**src/rtl/sort_sched.sv**
```systemverilog
// Round-robin front end for one shared pipelined 3-input sorter.
// A combinational rotating-priority arbiter picks one requester per cycle.
// Its operand triple is registered into the sorter inputs. An id/valid tag
// travels alongside the sorter pipeline, so each sorted result is strobed
// back to the requester that issued it.
module sort_sched #(
    parameter int WIDTH = 3,
    parameter int NREQ  = 4,
    parameter int LAT   = 1,
    localparam int IDW  = (NREQ > 1) ? $clog2(NREQ) : 1
) (
    input  logic                    clk,
    input  logic                    rst,
    input  logic [NREQ-1:0]         req_valid,
    output logic [NREQ-1:0]         req_ready,
    input  logic [NREQ*3*WIDTH-1:0] req_data,
    output logic [WIDTH-1:0]        srt_a,
    output logic [WIDTH-1:0]        srt_b,
    output logic [WIDTH-1:0]        srt_c,
    input  logic [WIDTH-1:0]        srt_no1,
    input  logic [WIDTH-1:0]        srt_no2,
    input  logic [WIDTH-1:0]        srt_no3,
    output logic [NREQ-1:0]         rsp_valid,
    output logic [3*WIDTH-1:0]      rsp_data,
    output logic [IDW-1:0]          rsp_id,
    output logic                    busy,
    output logic [15:0]             done_cnt
);

    logic [IDW-1:0]             r_ptr;
    logic [WIDTH-1:0]           r_srt_a;
    logic [WIDTH-1:0]           r_srt_b;
    logic [WIDTH-1:0]           r_srt_c;
    logic [LAT:0]               r_tag_v;
    logic [LAT:0][IDW-1:0]      r_tag_id;
    logic [15:0]                r_done_cnt;

    logic [NREQ-1:0]            w_grant;
    logic [IDW-1:0]             w_win;
    logic [IDW-1:0]             w_idx;
    logic                       w_xfer;
    logic [3*WIDTH-1:0]         w_slice;
    logic [IDW-1:0]             w_ptr_nxt;

    // Index of the requester 'off' positions after the pointer, wrapping at NREQ.
    function automatic logic [IDW-1:0] f_wrap(input logic [IDW-1:0] ptr, input int off);
        int sum;
        sum = int'(ptr) + off;
        if (sum >= NREQ) begin
            sum = sum - NREQ;
        end
        return IDW'(sum);
    endfunction

    // Round-robin search from the pointer; grants are suppressed while in reset.
    always_comb begin
        w_xfer  = 1'b0;
        w_win   = '0;
        w_idx   = '0;
        w_grant = '0;
        for (int off = 0; off < NREQ; off++) begin
            w_idx = f_wrap(r_ptr, off);
            if (!w_xfer && req_valid[w_idx]) begin
                w_xfer = 1'b1;
                w_win  = w_idx;
            end
        end
        if (!rst) begin
            w_xfer = 1'b0;
        end
        if (w_xfer) begin
            w_grant = NREQ'(1) << w_win;
        end
    end

    assign w_slice   = req_data[w_win*3*WIDTH +: 3*WIDTH];
    assign w_ptr_nxt = (w_win == IDW'(NREQ-1)) ? '0 : w_win + 1'b1;

    // Register the winner's operands and advance the pointer past it.
    always_ff @(posedge clk or negedge rst) begin
        if (!rst) begin
            r_srt_a <= '0;
            r_srt_b <= '0;
            r_srt_c <= '0;
            r_ptr   <= '0;
        end else if (w_xfer) begin
            r_srt_a <= w_slice[3*WIDTH-1 -: WIDTH];
            r_srt_b <= w_slice[2*WIDTH-1 -: WIDTH];
            r_srt_c <= w_slice[WIDTH-1:0];
            r_ptr   <= w_ptr_nxt;
        end
    end

    // Tag pipeline shadowing the sorter; idle cycles travel as invalid tags.
    always_ff @(posedge clk or negedge rst) begin
        if (!rst) begin
            r_tag_v  <= '0;
            r_tag_id <= '0;
        end else begin
            r_tag_v[0]  <= w_xfer;
            r_tag_id[0] <= w_win;
            for (int k = 1; k <= LAT; k++) begin
                r_tag_v[k]  <= r_tag_v[k-1];
                r_tag_id[k] <= r_tag_id[k-1];
            end
        end
    end

    // Count every result delivered at the end of the tag pipeline.
    always_ff @(posedge clk or negedge rst) begin
        if (!rst) begin
            r_done_cnt <= '0;
        end else if (r_tag_v[LAT]) begin
            r_done_cnt <= r_done_cnt + 16'd1;
        end
    end

    assign req_ready = w_grant;
    assign srt_a     = r_srt_a;
    assign srt_b     = r_srt_b;
    assign srt_c     = r_srt_c;
    assign rsp_valid = r_tag_v[LAT] ? (NREQ'(1) << r_tag_id[LAT]) : '0;
    assign rsp_id    = r_tag_id[LAT];
    assign rsp_data  = {srt_no1, srt_no2, srt_no3};
    assign busy      = |r_tag_v;
    assign done_cnt  = r_done_cnt;

endmodule

```
**config.mk**
```make
export PLATFORM = sky130hd
export DESIGN_NAME = sort_sched
export DESIGN_NICKNAME = d
export VERILOG_FILES = /design/src/rtl/sort_sched.sv
export SDC_FILE = /design/constraint.sdc
export NUM_CORES = 1
export LEC_CHECK = 0
export CORE_ASPECT_RATIO = 0.8
export CORE_MARGIN = 2
export CORE_UTILIZATION = 30
export DETAILED_ROUTE_END_ITERATION = 12
export SLEW_MARGIN = 40
export SYNTH_ARGS = -nofsm -noshare
export SYNTH_HDL_FRONTEND = slang
export SYNTH_SLANG_ARGS = --single-unit
```
**constraint.sdc**
```tcl
create_clock -name clk -period 4.3 [get_ports clk]
set_clock_uncertainty 0.1 [all_clocks]
set_input_delay 0.43 -clock clk [delete_from_list [all_inputs] [get_ports clk]]
set_output_delay 0.43 -clock clk [all_outputs]
set_load 0.05 [all_outputs]
```
==> results.toml, run 1 <==
[detailed_routing]
drt_iter0_drc = 270
vias = 2643
avgViaCountPerCell = 5.472
postRouteAntennaNets = 0
wl_um = 8414
drt_first_pass_iters = 4
dr_wl_met3_um = 581
routed.top_layer = "met4"
drc_errors = 0
routedWlPerCell_um = 17.42
met2_length_um = 3927
m1WireLength_um = 3817

[place]
dp_hpwl_um = 6527
io_buffers = 77
routabilityCongestion = 0.8796

[sta]
tns_ns = 0
slew_viol_final = 0
setup_viol = 0
max_freq_mhz = 277.2
period_share_pct = 83.91
hold_viol = 0
max_slew_margin_pct = 64.11
fin_crit_ns = 3.608
tightest_slew_ns = 0.5366
rsz0062_at_grt = "false"
hold_slack_ns = 0.2455

[yosys]
ys_ff_latch = 33
async_flop_share_pct = 100.0
synth-seq-area-share_pct = 28.46
netlist_instances = 298
synth_top_cell_by_area = "dfrtp_1"
synth.avg_cell_area_um2 = 9.737
synthMostInstantiatedCell = "dfrtp_1"
ys_types = 52
synth_edf_count = 0
ys_dominant_reg_cell = "dfrtp_1"
synthTopCellsByArea = "dfrtp_1 (28%), mux4_2 (17%), mux2i_1 (4.8%), ha_1 (3.9%), nand2_1 (3.6%)"
synth_top_area_share_pct = 28.46
synth_commonest_cells = "dfrtp_1 (33), nand2_1 (28), nor2_1 (23), mux4_2 (22), mux2i_1 (14)"
ys_warn_count = 0
syn_nets = 358
synth_area_um2 = 2902

[worst_setup_path]
worstPathMaxFanout = 20
critPathCaptureType = "register"
worst-endpoint-arrival_ns = 3.66
cp-start-kind = "input pin"
critPathKind = "in2reg"
cp.required_ns = 4.35
rr_worst_depth = 10

[die]
die-area_um2 = 10480
die_w_um = 114.0
rows = 32
start_util_pct = 30.45
die_h_um = 91.96
ios = 96
coreArea_um2 = 9529

[global_route]
antenna_found_initial = 0
grt_pass1_vias = 2557
grt_usage_pct = 16.36
grt_pass1_wl_um = 13510
grt_max_degree = 34
overflow = 0

[min_path]
min_path_type = "reg2reg"
hold_path_depth = 0

[clock_network]
htree_num_levels = 2
path_clk_slew_ns = 0.06
post-cts-setup-buffers = 0
clock_path_buffers = 2
root_buffer = "clkbuf_16"
clkLatencyLatePin_ns = 0.28
cts_resized = 0
cts_hold_buffers = 0
cts_tree = "yes"
cts.sinks = 33
cts-buffers-inserted = 5

[finish]
nNetsFinal = 423
area_delta_synth_final_pct = 35.40
final_layout_size_suffix_gt1_share_pct = 15.38
antenna_cells = 0

[power_and_ir_drop]
totalPowerFinal_uw = 2704
leakagePower_uw = 0.001558
peakVddDrop_mv = 0.2350
p_per_area_nw_per_um2 = 688.4

[status]
status = "finished, final reports clean"

[run]
max_cap_violations = 0
==> area by class of cell <==
class | instances | area [um^2]
Clock inverter | 3 | 17.52
Timing Repair Buffer | 89 | 900.9
Tap cell | 119 | 148.9
Sequential cell | 33 | 825.8
Inverter | 6 | 35.03
Clock buffer | 5 | 125.1
Multi-Input combinational cell | 228 | 1876
Fill cell | 942 | 5600
==> path summary, 6_finish.rpt <==
check                             startpoint          end  slack (ns)
worst min-delay path             r_tag_id[1]    rsp_id[1]        0.25
worst max-delay path            req_valid[2]     srt_b[0]        0.69
worst min register to register   r_tag_id[1]    rsp_id[1]        0.25
max in group asynchronous                rst   r_tag_v[1]        3.23
worst max register to register      r_ptr[1]     srt_b[0]        0.84
min in group asynchronous                rst  done_cnt[6]        0.58
==> cell families after synthesis <==
logic type / count (synthesis) / share of synthesized area, %
AOI/OAI and AO/OA: 53 / 12.64
xor gates and xnor gates: 17 / 5.131
adders and majority gates: 9 / 3.881
buffers and inverters: 37 / 7.245
DFF: 33 / 28.46
muxes: 40 / 23.98
and+or+nand+nor: 109 / 18.67
==> flip-flops by register name, summed over array words and instances, names as in the netlist <==
register  cells
done_cnt     16
srt_a         3
srt_b         3
srt_c         3
r_ptr         2
r_tag_id      2
r_tag_v       2
rsp_id        2
==> report_power, final <==
| group | internal (uW) | leakage [uW] | total (uW) | switching [uW] |
|---|---|---|---|---|
| combinational | 788 | 0.00107 | 1870 | 1080 |
| clock | 212 | 0.0000696 | 347 | 135 |
| sequential | 404 | 0.000416 | 490 | 85.9 |
==> metrics by stage <==
step	cell area (um^2)	worst slack [ns]	util, %	cells
4_1_cts	3929	0.6412	41.23	483
6_report	3929	0.6920	41.23	483
2_1_floorplan	2902	0.5522	-	298
3_3_place_gp	3786	0.4504	39.73	475
3_5_place_dp	3786	0.3694	39.73	475
5_1_grt	3929	0.2761	41.23	483
==> cells in the final DEF, fill, tap and decap left out, types with 4 or more instances in the layout <==
master | synthesis | final
a211oi_1 | 5 | 5
a21oi_1 | 13 | 13
and2_1 | 5 | 5
buf_12 | 0 | 4
buf_4 | 12 | 12
clkbuf_16 | 0 | 5
clkdlybuf4s50_1 | 0 | 73
dfrtp_1 | 33 | 33
ha_1 | 9 | 8
inv_1 | 5 | 5
mux2i_1 | 14 | 14
mux4_2 | 22 | 22
nand2_1 | 28 | 28
nand3_1 | 13 | 13
nand4_1 | 9 | 9
nor2_1 | 23 | 23
nor3_1 | 12 | 12
o21ai_0 | 10 | 10
xnor2_1 | 11 | 11
xor2_1 | 6 | 5
==> metal layers <==
layer,track usage [%],vias to the layer above
met4,4.573,0
met5,0,-
met3,2.181,8
met2,25.40,127
li1,-,1245
met1,23.90,1263
==> worst max-delay path, cell delays in order <==
cell and delay [ns]:
clkdlybuf4s50_1 0.54, nand2b_1 0.08, a21oi_1 0.37, or2_1 0.19, inv_1 0.09, ha_2 0.65
mux4_2 0.57, a21oi_1 0.16, nor2_1 0.06, a211oi_1 0.38, o31ai_1 0.13
Power figures use the tool's default switching activity.
==> run 2, diff against run 1 <==
==> constraint.sdc (replaced) <==
create_clock -name clk -period 3.57 [get_ports clk]
set_clock_uncertainty 0.1 [all_clocks]
set_input_delay 0.357 -clock clk [delete_from_list [all_inputs] [get_ports clk]]
set_output_delay 0.357 -clock clk [all_outputs]
set_load 0.05 [all_outputs]
==> results.toml, run 2 (synthesized netlist as in run 1, its figures left out) <==
[power_and_ir_drop]
totalPowerFinal_uw = 3414
p_per_area_nw_per_um2 = 841.1
leakagePower_uw = 0.001635
peakVddDrop_mv = 0.2634

[worst_setup_path]
cp_top_family = "buffers and inverters"
worst-endpoint-arrival_ns = 3.37
crit_top_cell = "buf_4"
cp-start-kind = "input pin"
critical_path.max_stage_delay_ns = 0.51
slowest_stage = "mux4_2"
crit_chain = "clkdlybuf4s50_1 > buf_4 > o21ai_0 > o31ai_1 > o22a_1 > inv_1 > ha_1 > xor2_2 > buf_4 > mux4_2 > nand2_1 > o311ai_0 > o211ai_1 > a31oi_1"
cp.required_ns = 3.61
critPathKind = "in2reg"
critPathCaptureType = "register"
worstPathMaxFanout = 12
path_buf_inv = 4

[sta]
period_share_pct = 93.36
rsz0062_at_grt = "false"
max_freq_mhz = 300.0
tightest_slew_ns = 0.5538
setup_viol = 0
slew_viol_final = 0
hold_viol = 0
tns_ns = 0
max_slew_margin_pct = 62.96
fin_crit_ns = 3.333

[finish]
regArea_um2 = 825.8
layout.cells.most_common = "clkdlybuf4s50_1"
final_layout_size_suffix_gt1_share_pct = 18.57
multi_input_area_um2 = 1883
n_fill_cell = 959
largest_register_ffs = 16
nNetsFinal = 436
antenna_cells = 0
layout_common_cells = "clkdlybuf4s50_1 (73), dfrtp_1 (33), nand2_1 (28)"
area_delta_synth_final_pct = 39.89

[min_path]
min_path_type = "reg2reg"

[place]
dp_hpwl_um = 7118
io_buffers = 77
routabilityCongestion = 0.8756

[global_route]
grt_pass1_wl_um = 14230
grt_usage_pct = 17.26
antenna_found_initial = 0
grt_pass1_vias = 2619
grt_max_degree = 34
overflow = 0

[clock_network]
post-cts-setup-buffers = 0
clkLatencyLatePin_ns = 0.28
cts_tree = "yes"
cts_hold_buffers = 0
cts-buffers-inserted = 5
path_clk_slew_ns = 0.05
clock_path_buffers = 2
htree_num_levels = 2
cts_resized = 0
root_buffer = "clkbuf_16"
cts.sinks = 33

[detailed_routing]
avgViaCountPerCell = 5.542
vias = 2749
drc_errors = 0
routedWlPerCell_um = 18.09
wl_um = 8974
drt_first_pass_iters = 4
drt_iter0_drc = 180
postRouteAntennaNets = 0

[run]
max_cap_violations = 0

[die]
coreArea_um2 = 9529
die-area_um2 = 10480
start_util_pct = 30.45
ios = 96
die_w_um = 114.0
rows = 32
die_h_um = 91.96

[status]
status = "finished, final reports clean"
## run 2: changes by cell type in the layout (fill, tap and decap cells not counted), sizes merged
cell  previous run  this run
buf             16        29
## run 2: cell type report
type                    instances  share of cell area (%)
flip-flops and latches         33                   20.35
clock inverters                 3                  0.4316
clock buffers                   5                   3.083
well taps                     119                   3.668
repair buffers                102                   25.22
multi-input cells             228                   46.39
inverters                       6                  0.8631
## run 2: path summary, 6_finish.rpt
path                              startpoint            to  slack [ns]  depth (start not counted)
max in group asynchronous                rst   r_tag_id[0]        2.59                          2
worst max-delay path            req_valid[3]      srt_c[2]        0.24                         14
worst min register to register   r_tag_id[0]     rsp_id[0]        0.25                          0
worst max register to register      r_ptr[1]      srt_c[2]        0.28                         12
worst min-delay path             r_tag_id[0]     rsp_id[0]        0.25                          0
min in group asynchronous                rst  done_cnt[14]        0.47                          2
## run 2: metrics by stage
step / utilization, % / instance area, um^2 / instances / hold WS [ns] / worst slack, ns
6_report: 42.59 / 4059 / 496 / 0.2457 / 0.2371
3_5_place_dp: 41.02 / 3909 / 488 / 0.2347 / -0.02238
4_1_cts: 42.52 / 4051 / 496 / 0.2467 / 0.2701
2_1_floorplan: - / 2913 / 298 / -0.03859 / 0.1054
3_3_place_gp: 41.02 / 3909 / 488 / 0.2357 / 0.06483
5_1_grt: 42.59 / 4059 / 496 / 0.2516 / 0.06571
## run 2: metal layers
layer	GRT usage, %	vias to the layer above	routed length, um
li1	-	1269	-
met4	4.472	0	95
met1	25.00	1339	4136
met2	26.49	129	4104
met5	0	-	0
met3	3.239	12	637
## run 2: power breakdown
group	total (uW)	leakage [uW]	internal, uW	switching [uW]
Sequential	596	0.000416	487	109
Clock	417	0.0000696	255	162
Combinational	2400	0.00115	1050	1350
Total	3410	0.00163	1800	1620
==> run 3, diff against run 2 <==
--- a/config.mk
+++ b/config.mk
@@ -5,10 +5,12 @@
 export SDC_FILE = /design/constraint.sdc
 export NUM_CORES = 1
 export LEC_CHECK = 0
+export ABC_AREA = 0
 export CORE_ASPECT_RATIO = 0.8
 export CORE_MARGIN = 2
-export CORE_UTILIZATION = 30
+export CORE_UTILIZATION = 47
 export DETAILED_ROUTE_END_ITERATION = 12
+export PLACE_DENSITY = 0.82
 export SLEW_MARGIN = 40
 export SYNTH_ARGS = -nofsm -noshare
 export SYNTH_HDL_FRONTEND = slang
==> results.toml, run 3 (synthesized netlist as in run 1, its figures left out) <==
[status]
status = "finished, final reports clean"

[worst_setup_path]
path_buf_inv = 3
critical_path.max_stage_delay_ns = 0.54
worstPathMaxFanout = 17
crit_chain = "clkdlybuf4s50_1 > nand2b_1 > a21oi_1 > or2_1 > inv_1 > ha_2 > buf_4 > a21o_1 > nand3_1 > or3b_2 > a31oi_1"
worst-endpoint-arrival_ns = 3.49
critPathKind = "in2reg"
slowest_stage = "clkdlybuf4s50_1"
cp-start-kind = "input pin"
cp_top_family = "buffers and inverters"
critPathCaptureType = "register"
cp.required_ns = 3.67

[finish]
layout.cells.most_common = "clkdlybuf4s50_1"
utilization_pct = 66.76
fin_cells = 457
antenna_cells = 0
nNetsFinal = 435
final_area_um2 = 3968
final_layout_size_suffix_gt1_share_pct = 18.35
largest_register_ffs = 16
layout_common_cells = "clkdlybuf4s50_1 (73), dfrtp_1 (33), nand2_1 (28)"
n_fill_cell = 482
area_delta_synth_final_pct = 36.74

[die]
ios = 96
die_w_um = 91.85
coreArea_um2 = 5943
start_util_pct = 48.82
rows = 25
die-area_um2 = 6822
die_h_um = 74.28

[sta]
setup_viol = 0
max_freq_mhz = 294.4
period_share_pct = 95.15
hold_slack_ns = 0.2583
slew_viol_final = 0
max_slew_margin_pct = 65.13
hold_viol = 0
tightest_slew_ns = 0.5213
fin_crit_ns = 3.397
rsz0062_at_grt = "false"

[power_and_ir_drop]
p_comb_share_pct = 71.0
p_per_area_nw_per_um2 = 841.1
p_switching_uw = 1585
p_seq_share_pct = 17.8
p_clk_share_pct = 11.2
swShare_pct = 47.50
peakVddDrop_mv = 0.4114
leakagePower_uw = 0.001611
p_int_uw = 1752

[detailed_routing]
routedWlPerCell_um = 18.43
avgViaCountPerCell = 6.096
vias = 2786
postRouteAntennaNets = 0
drc_errors = 0
drt_iter0_drc = 358
drt_first_pass_iters = 5
wl_um = 8421

[global_route]
grt_usage_pct = 25.17
grt_pass1_vias = 2586
grt_pass1_wl_um = 13390
grt_max_degree = 34
antenna_found_initial = 0
overflow = 0

[clock_network]
htree_num_levels = 2
cts.sinks = 33
cts-buffers-inserted = 5
clkLatencyLatePin_ns = 0.29
cts_hold_buffers = 0
path_clk_slew_ns = 0.07
root_buffer = "clkbuf_8"
clock_path_buffers = 2
cts_tree = "yes"

[place]
dp_hpwl_um = 6495
routabilityCongestion = 0.9611
io_buffers = 77
post_dp_cell_area_um2 = 3841
dp_cells = 449

[run]
max_cap_violations = 0

[min_path]
min_path_type = "reg2reg"
## run 3: cell types whose count changed in the layout (fill, tap and decap cells not counted)
cell       before  now
clkbuf_8        0    6
clkbuf_16       5    0
clkinv_2        2    0
buf_12          6    5
bufinv_16       0    1
nor4b_1         2    1
nor4b_2         0    1
xnor2_1        10   11
xnor2_2         1    0
## run 3: cell type report
cell class / instances / area [um^2] / area share [%]
sequential: 33 / 825.8 / 20.81
inverter: 6 / 35.03 / 0.8830
clock buffer: 6 / 82.58 / 2.081
clock inverter: 2 / 37.54 / 0.9461
timing repair buffer: 101 / 1003 / 25.29
tap: 81 / 101.3 / 2.554
multi-input combinational: 228 / 1882 / 47.43
## run 3: repair_timing
action | 4_1_cts | 5_1_grt
resized for setup | 0 | 1
setup endpoints to repair | 0 | 1
setup buffers | 0 | 0
## run 3: metal layers
layer  global-route usage (%)  vias to the layer above  share of wire (%)
met2                    42.16                      149                 48
met3                    4.762                       11                7.7
li1                         -                     1267                  -
met4                    4.643                        0                1.2
met5                        0                        -                  0
met1                    35.13                     1359                 43
## run 3: worst paths after layout
check | start | end | slack [ns] | cells past startpoint
max reg2reg | r_ptr[1] | srt_c[2] | 0.25 | 10
max | req_valid[2] | srt_c[2] | 0.17 | 11
max in group asynchronous | rst | done_cnt[5] | 2.62 | 2
min | r_tag_id[0] | rsp_id[0] | 0.26 | 0
min in group asynchronous | rst | done_cnt[13] | 0.46 | 2
min reg2reg | r_tag_id[0] | rsp_id[0] | 0.26 | 0
## run 3: stage by stage
stage | setup slack (ns) | setup TNS (ns) | power [uW]
6_report | 0.1732 | 0 | 3337
4_1_cts | 0.2582 | 0 | 3322
3_5_place_dp | -0.03064 | -0.03064 | 2940
2_1_floorplan | 0.1054 | 0 | 2213
3_3_place_gp | 0.04063 | 0 | 2915
5_1_grt | 0.01329 | 0 | 3531
## run 3: power by group through the flow
stage	clock, uW	combinational [uW]	sequential, uW
after floorplan	0	1340	873
after global placement	0	2320	598
after detailed placement	0	2340	599
after CTS	378	2350	593
after global routing	400	2520	612
final	373	2370	594
